**config.mk**
```make
export PLATFORM = sky130hd
export DESIGN_NAME = mem_port_arbiter_flat
export DESIGN_NICKNAME = d
export VERILOG_FILES = /design/src/rtl/mem_port_arbiter_if.sv /design/src/rtl/mem_port_arbiter.sv /design/src/flat_wrapper.sv
export SDC_FILE = /design/constraint.sdc
export NUM_CORES = 1
export LEC_CHECK = 0
export ABC_CLOCK_PERIOD_IN_PS = 2009
export CAP_MARGIN = 20
export CORE_AREA = 2 2 269 271
export DETAILED_ROUTE_END_ITERATION = 6
export DIE_AREA = 0 0 271 273
export PLACE_DENSITY = 0.47
export REMOVE_ABC_BUFFERS = 1
export SYNTH_ARGS = -nofsm -noshare
export SYNTH_HDL_FRONTEND = slang
export SYNTH_SLANG_ARGS = --single-unit
```
**constraint.sdc**
```tcl
create_clock -name clk -period 2.01 [get_ports clk]
set_input_delay 0.3015 -clock clk [delete_from_list [all_inputs] [get_ports clk]]
set_output_delay 0.3015 -clock clk [all_outputs]
set_load 0.02 [all_outputs]
```
**src/rtl/mem_port_arbiter_if.sv**
```systemverilog
// Bus bundle between the two cache refill requesters, the shared memory port
// and the arbiter. The arbiter takes the slave view; requesters and memory take the master view.
interface mem_port_arbiter_if #(
    parameter int ADDR_BITS = 10,
    parameter int LINE_BITS = 128
);
    logic                 ic_req;
    logic [ADDR_BITS-1:0] ic_addr;
    logic [LINE_BITS-1:0] ic_rdata;
    logic                 ic_valid;

    logic                 dc_req;
    logic                 dc_we;
    logic [ADDR_BITS-1:0] dc_addr;
    logic [LINE_BITS-1:0] dc_wdata;
    logic [LINE_BITS-1:0] dc_rdata;
    logic                 dc_valid;

    logic                 mem_req;
    logic                 mem_we;
    logic [ADDR_BITS-1:0] mem_addr;
    logic [LINE_BITS-1:0] mem_wdata;
    logic [LINE_BITS-1:0] mem_rdata;
    logic                 mem_ack;

    logic [1:0]           owner;
    logic                 timeout_err;

    modport slave (
        input  ic_req, ic_addr,
        input  dc_req, dc_we, dc_addr, dc_wdata,
        input  mem_rdata, mem_ack,
        output ic_rdata, ic_valid,
        output dc_rdata, dc_valid,
        output mem_req, mem_we, mem_addr, mem_wdata,
        output owner, timeout_err
    );

    modport master (
        output ic_req, ic_addr,
        output dc_req, dc_we, dc_addr, dc_wdata,
        output mem_rdata, mem_ack,
        input  ic_rdata, ic_valid,
        input  dc_rdata, dc_valid,
        input  mem_req, mem_we, mem_addr, mem_wdata,
        input  owner, timeout_err
    );
endinterface

```
**src/rtl/mem_port_arbiter.sv**
```systemverilog
// Round-robin arbiter sharing one line-wide memory port between the I-cache refill
// and D-cache refill/writeback paths, one transaction in flight, with a response watchdog.
module mem_port_arbiter #(
    parameter int ADDR_BITS = 10,
    parameter int LINE_BITS = 128,
    parameter int TIMEOUT   = 255
) (
    input  logic                clk,
    input  logic                rst,
    mem_port_arbiter_if.slave   bus
);
    typedef enum logic [1:0] {IDLE, BUSY_I, BUSY_D, DRAIN} state_t;

    localparam int                    CNT_BITS = $clog2(TIMEOUT + 2);
    localparam bit                    WDOG_EN  = (TIMEOUT != 0);
    localparam logic [CNT_BITS-1:0]   CNT_LAST = CNT_BITS'((TIMEOUT > 0) ? TIMEOUT - 1 : 0);

    state_t               state_reg, state_next;
    logic                 favour_d_reg, favour_d_next;
    logic [CNT_BITS-1:0]  cnt_reg, cnt_next;
    logic                 mem_req_reg, mem_req_next;
    logic                 mem_we_reg, mem_we_next;
    logic [ADDR_BITS-1:0] mem_addr_reg, mem_addr_next;
    logic [LINE_BITS-1:0] mem_wdata_reg, mem_wdata_next;
    logic [LINE_BITS-1:0] ic_rdata_reg, ic_rdata_next;
    logic [LINE_BITS-1:0] dc_rdata_reg, dc_rdata_next;
    logic                 ic_valid_reg, ic_valid_next;
    logic                 dc_valid_reg, dc_valid_next;
    logic                 timeout_err_reg, timeout_err_next;
    logic                 grant_i, grant_d;

    always_ff @(posedge clk) begin
        if (rst) begin
            state_reg       <= IDLE;
            favour_d_reg    <= 1'b1;
            cnt_reg         <= '0;
            mem_req_reg     <= 1'b0;
            mem_we_reg      <= 1'b0;
            mem_addr_reg    <= '0;
            mem_wdata_reg   <= '0;
            ic_rdata_reg    <= '0;
            dc_rdata_reg    <= '0;
            ic_valid_reg    <= 1'b0;
            dc_valid_reg    <= 1'b0;
            timeout_err_reg <= 1'b0;
        end else begin
            state_reg       <= state_next;
            favour_d_reg    <= favour_d_next;
            cnt_reg         <= cnt_next;
            mem_req_reg     <= mem_req_next;
            mem_we_reg      <= mem_we_next;
            mem_addr_reg    <= mem_addr_next;
            mem_wdata_reg   <= mem_wdata_next;
            ic_rdata_reg    <= ic_rdata_next;
            dc_rdata_reg    <= dc_rdata_next;
            ic_valid_reg    <= ic_valid_next;
            dc_valid_reg    <= dc_valid_next;
            timeout_err_reg <= timeout_err_next;
        end
    end

    always_comb begin
        state_next       = state_reg;
        favour_d_next    = favour_d_reg;
        cnt_next         = cnt_reg;
        mem_req_next     = mem_req_reg;
        mem_we_next      = mem_we_reg;
        mem_addr_next    = mem_addr_reg;
        mem_wdata_next   = mem_wdata_reg;
        ic_rdata_next    = ic_rdata_reg;
        dc_rdata_next    = dc_rdata_reg;
        ic_valid_next    = 1'b0;
        dc_valid_next    = 1'b0;
        timeout_err_next = timeout_err_reg;
        // I wins when alone, or when both ask and the pointer does not favour D.
        grant_i          = bus.ic_req && (!bus.dc_req || !favour_d_reg);
        grant_d          = bus.dc_req && !grant_i;

        case (state_reg)
            IDLE: begin
                if (grant_i) begin
                    state_next    = BUSY_I;
                    favour_d_next = 1'b1;
                    cnt_next      = '0;
                    mem_req_next  = 1'b1;
                    mem_we_next   = 1'b0;
                    mem_addr_next = bus.ic_addr;
                end else if (grant_d) begin
                    state_next     = BUSY_D;
                    favour_d_next  = 1'b0;
                    cnt_next       = '0;
                    mem_req_next   = 1'b1;
                    mem_we_next    = bus.dc_we;
                    mem_addr_next  = bus.dc_addr;
                    mem_wdata_next = bus.dc_wdata;
                end
            end
            BUSY_I, BUSY_D: begin
                // An ack on the same cycle the watchdog expires still completes normally.
                if (bus.mem_ack) begin
                    state_next   = DRAIN;
                    mem_req_next = 1'b0;
                    if (state_reg == BUSY_I) begin
                        ic_valid_next = 1'b1;
                        ic_rdata_next = bus.mem_rdata;
                    end else begin
                        dc_valid_next = 1'b1;
                        if (!mem_we_reg) begin
                            dc_rdata_next = bus.mem_rdata;
                        end
                    end
                end else if (WDOG_EN && (cnt_reg == CNT_LAST)) begin
                    state_next       = DRAIN;
                    mem_req_next     = 1'b0;
                    timeout_err_next = 1'b1;
                end else begin
                    cnt_next = cnt_reg + 1'b1;
                end
            end
            default: begin
                state_next = IDLE;
            end
        endcase
    end

    assign bus.owner       = (state_reg == BUSY_I) ? 2'b01 :
                             (state_reg == BUSY_D) ? 2'b10 : 2'b00;
    assign bus.mem_req     = mem_req_reg;
    assign bus.mem_we      = mem_we_reg;
    assign bus.mem_addr    = mem_addr_reg;
    assign bus.mem_wdata   = mem_wdata_reg;
    assign bus.ic_rdata    = ic_rdata_reg;
    assign bus.dc_rdata    = dc_rdata_reg;
    assign bus.ic_valid    = ic_valid_reg;
    assign bus.dc_valid    = dc_valid_reg;
    assign bus.timeout_err = timeout_err_reg;
endmodule

```
**src/flat_wrapper.sv**
```systemverilog
// flat-port wrapper written by rule: the top's interface ports become plain ports
module mem_port_arbiter_flat 
#(
    parameter int ADDR_BITS = 10,
    parameter int LINE_BITS = 128,
    parameter int TIMEOUT   = 255
)
  (clk, rst, bus_ic_req, bus_ic_addr, bus_dc_req, bus_dc_we, bus_dc_addr, bus_dc_wdata, bus_mem_rdata, bus_mem_ack, bus_ic_rdata, bus_ic_valid, bus_dc_rdata, bus_dc_valid, bus_mem_req, bus_mem_we, bus_mem_addr, bus_mem_wdata, bus_owner, bus_timeout_err);
  mem_port_arbiter_if #(.ADDR_BITS(ADDR_BITS), .LINE_BITS(LINE_BITS)) bus_i ();
  input  logic clk;
  input  logic rst;
  input wire logic [$bits(bus_i.ic_req)-1:0] bus_ic_req;
  input wire logic [$bits(bus_i.ic_addr)-1:0] bus_ic_addr;
  input wire logic [$bits(bus_i.dc_req)-1:0] bus_dc_req;
  input wire logic [$bits(bus_i.dc_we)-1:0] bus_dc_we;
  input wire logic [$bits(bus_i.dc_addr)-1:0] bus_dc_addr;
  input wire logic [$bits(bus_i.dc_wdata)-1:0] bus_dc_wdata;
  input wire logic [$bits(bus_i.mem_rdata)-1:0] bus_mem_rdata;
  input wire logic [$bits(bus_i.mem_ack)-1:0] bus_mem_ack;
  output wire logic [$bits(bus_i.ic_rdata)-1:0] bus_ic_rdata;
  output wire logic [$bits(bus_i.ic_valid)-1:0] bus_ic_valid;
  output wire logic [$bits(bus_i.dc_rdata)-1:0] bus_dc_rdata;
  output wire logic [$bits(bus_i.dc_valid)-1:0] bus_dc_valid;
  output wire logic [$bits(bus_i.mem_req)-1:0] bus_mem_req;
  output wire logic [$bits(bus_i.mem_we)-1:0] bus_mem_we;
  output wire logic [$bits(bus_i.mem_addr)-1:0] bus_mem_addr;
  output wire logic [$bits(bus_i.mem_wdata)-1:0] bus_mem_wdata;
  output wire logic [$bits(bus_i.owner)-1:0] bus_owner;
  output wire logic [$bits(bus_i.timeout_err)-1:0] bus_timeout_err;
  assign bus_i.ic_req = bus_ic_req;
  assign bus_i.ic_addr = bus_ic_addr;
  assign bus_i.dc_req = bus_dc_req;
  assign bus_i.dc_we = bus_dc_we;
  assign bus_i.dc_addr = bus_dc_addr;
  assign bus_i.dc_wdata = bus_dc_wdata;
  assign bus_i.mem_rdata = bus_mem_rdata;
  assign bus_i.mem_ack = bus_mem_ack;
  assign bus_ic_rdata = bus_i.ic_rdata;
  assign bus_ic_valid = bus_i.ic_valid;
  assign bus_dc_rdata = bus_i.dc_rdata;
  assign bus_dc_valid = bus_i.dc_valid;
  assign bus_mem_req = bus_i.mem_req;
  assign bus_mem_we = bus_i.mem_we;
  assign bus_mem_addr = bus_i.mem_addr;
  assign bus_mem_wdata = bus_i.mem_wdata;
  assign bus_owner = bus_i.owner;
  assign bus_timeout_err = bus_i.timeout_err;
  mem_port_arbiter #(.ADDR_BITS(ADDR_BITS), .LINE_BITS(LINE_BITS), .TIMEOUT(TIMEOUT)) u_core (.clk(clk), .rst(rst), .bus(bus_i));
endmodule
```
==> flow_metrics.py <==
metrics = {
    "status": {
        "status": "completed",
    },
    "drt": {
        "num_vias": 14900,
        "wirelength_um": 61300,
        "drtPass1Iterations": 5,
        "first_iter_violations": 675,
        "drc": 0,
        "ant_nets": 0,
        "viasPerCell": 4.24,
        "wl_per_cell_um": 17.5,
    },
    "clock_network": {
        "tritoncts": "built",
        "numCtsBuffers": 50,
        "htreeDepth": 2,
        "clkLatencyLatePin_ns": 0.58,
        "clockBufferDepth": 3,
        "clock-sinks": 411,
        "cts_root_buf": "clkbuf_16",
        "ctsHoldBuffers": 0,
        "clk_pin_slew_worst_paths_ns": 0.06,
    },
    "grt": {
        "grt_max_degree": 77,
        "antenna_found_initial": 10,
        "grt-ovfl-total": 0,
        "grt_pass1_vias": 14600,
        "grt_usage_pct": 15.4,
        "grt_pass1_wl_um": 89000,
    },
    "timing": {
        "fin_crit_ns": 1.96,
        "finalSetupViolCount": 0,
        "hold_viol_final": 0,
        "hold_ws_ns": 0.188,
        "grt_setup_unrepaired": "yes",
        "relSlewSlack_pct": 55.6,
        "clock_skew_ns": 0.0104,
        "fmax_mhz": 510,
        "fin_setup_tns_ns": 0,
        "final-max-slew-violation-count": 0,
        "worstMarginPinSlew_ns": 0.665,
        "timing.final.crit_share_pct": 97.6,
        "finalWorstSetupSlack_ns": 0.0488,
    },
    "logic_synthesis": {
        "synthCells": 1825,
        "synth_top_area_share_pct": 57.0,
        "synth_warnings": 0,
        "ys_ff_latch": 411,
        "avgSynthCellArea_um2": 7.90,
        "netlist_area_um2": 14400,
        "synth_top_area_cell": "dfxtp_1",
        "synthDistinctLibCells": 41,
        "synthTopCellsByArea": "dfxtp_1, nand2_1, a21oi_1",
        "synth.yosys.seq_area_share_pct": 57.0,
    },
    "final_layout": {
        "areaGrowthSynthToFinish_pct": 71.6,
        "drive_gt1_share_pct": 7.55,
        "layout.nets": 2806,
        "regArea_um2": 8230,
        "layout_commonest_cell": "nand2_1",
        "stdcell_count": 3508,
        "fin_area_um2": 24800,
        "n_fill_cell": 7286,
        "layout_common_cells": "nand2_1, clkdlybuf4s50_1, dfxtp_1",
        "fin_util_pct": 34.9,
        "multi_input_area_um2": 5700,
    },
    "pwr": {
        "switching_share_pct": 35.1,
        "intPower_mw": 20.6,
        "combPwrFrac_pct": 38.2,
        "p_leak_nw": 8.79,
        "p_clk_share_pct": 29.2,
        "seq_power_share_pct": 32.5,
        "power_density_nw_per_um2": 1290,
        "vdd_drop_max_mv": 0.701,
        "power.total_mw": 31.8,
        "p_switching_mw": 11.2,
    },
    "critical_path": {
        "cp_data_required_time_ns": 1.71,
        "worstPathArrival_ns": 1.66,
        "crit_type": "reg2out",
        "cp-end-kind": "output port",
        "critPathMaxStageDelay_ns": 0.33,
        "crit_chain": "buf_4, ha_2, clkdlybuf4s15_2",
        "cpMaxStageDelayCell": "dfxtp_1",
        "critPathMaxFanout": 6,
        "critPathLaunchType": "flop",
    },
    "floorplan": {
        "io_pins": 683,
        "start_util_pct": 20.3,
        "rows": 98,
        "die_area_um2": 74000,
        "die_w_um": 271,
        "core-area_um2": 71000,
        "fp.dieH_um": 273,
    },
    "placed_design": {
        "post_dp_cell_area_um2": 22900,
        "place_hpwl_um": 44100,
        "gp_congestion": 0.844,
        "port_buffers": 682,
        "place_inst": 3411,
        "place_ws_ns": -0.171,
    },
    "min_path": {
        "min_path_type": "in2reg",
    },
    "job": {
        "max_cap_violations": 0,
    },
}
-- metal layers --
metal | GRT usage, % | up-vias | share of wire (%)
met5 | 0 | - | 0.062
met2 | 27.5 | 545 | 49
met4 | 4.75 | 6 | 2.5
met1 | 17.0 | 6886 | 40
met3 | 5.77 | 100 | 8.6
li1 | - | 7338 | -
-- power by group through the flow --
stage               combinational, mW  sequential [mW]  clock, mW
global route                     13.1             10.5       9.94
floorplan                        3.11             11.4          0
detailed placement               11.9             10.5          0
finish                           12.2             10.4       9.30
CTS                              12.0             10.4       9.62
global placement                 11.9             10.5          0
-- final cells by class --
| type | instances | area share, % |
|---|---|---|
| repair buffers | 776 | 31.9 |
| clock buffers | 81 | 6.35 |
| well taps | 950 | 4.80 |
| clock inverters | 10 | 0.546 |
| inverters | 7 | 0.106 |
| diodes | 1 | 0.0101 |
| flip-flops and latches | 411 | 33.2 |
| multi-input cells | 1272 | 23.0 |
-- Yosys cell counts --
master and count:
nor3b_1 1, o21a_1 1, a211oi_1 11, nor2_1 17
buf_1 6, mux2_2 1, inv_1 7, a21boi_0 2
or4_1 5, o21ai_0 5, nor3b_4 1, nor2b_1 1
clkbuf_1 96, nand3_1 7, a211o_1 1, ha_1 6
buf_6 1, a2111o_1 1, o31ai_1 5, nand2b_1 1
and4b_1 1, mux2i_1 10, or2_2 1, nand2_1 773
buf_4 1, or2b_1 1, o32ai_1 1, buf_2 32
nor3_1 4, a311oi_1 1, a22oi_1 1, a21o_1 1
a21oi_1 397, or3_1 2, dfxtp_1 411, nor4_1 1
a31oi_1 3, and3_1 2, and2_1 1, nand4_1 3
and4_1 2
-- cell families (layout without fill, tap and decap cells) --
family	count (synthesis)	in the layout	share of synthesized area, %
AO/OA/AOI/OAI	430	430	15.4
AND/OR/NAND/NOR	824	825	22.1
flip-flops	411	411	57.0
other	0	1	0
buffers and inverters	143	874	4.08
adder cells (fa/ha/maj)	6	6	0.521
multiplexers	11	11	0.772
-- worst max-delay path: cells and delay by family, from the launching register on --
kind / cells / cell delay, ns
flops: 1 / 0.33
fa+ha+maj: 1 / 0.31
buf+inv: 2 / 0.44
-- worst paths after layout --
check,from,to,slack (ns),depth (start not counted)
worst min-delay path,rst,u_core.bus.dc_rdata[105]$_SDFFE_PP0P_,0.19,2
worst max register to register,u_core.state_reg[0]$_SDFFE_PP0P_,u_core.bus.dc_rdata[2]$_SDFFE_PP0P_,0.06,7
worst max-delay path,u_core.state_reg[0]$_SDFFE_PP0P_,bus_owner[0],0.05,3
worst min register to register,u_core.bus.dc_rdata[114]$_SDFFE_PP0P_,u_core.bus.dc_rdata[114]$_SDFFE_PP0P_,0.45,2
-- timing repair --
item | CTS | global route
pin swaps | 0 | 2
gates cloned | 0 | 4
resized for setup | 9 | 19
endpoints found under the setup margin | 14 | 118
setup buffers | 0 | 1
Note: power is estimated with default switching activity, not from simulation.
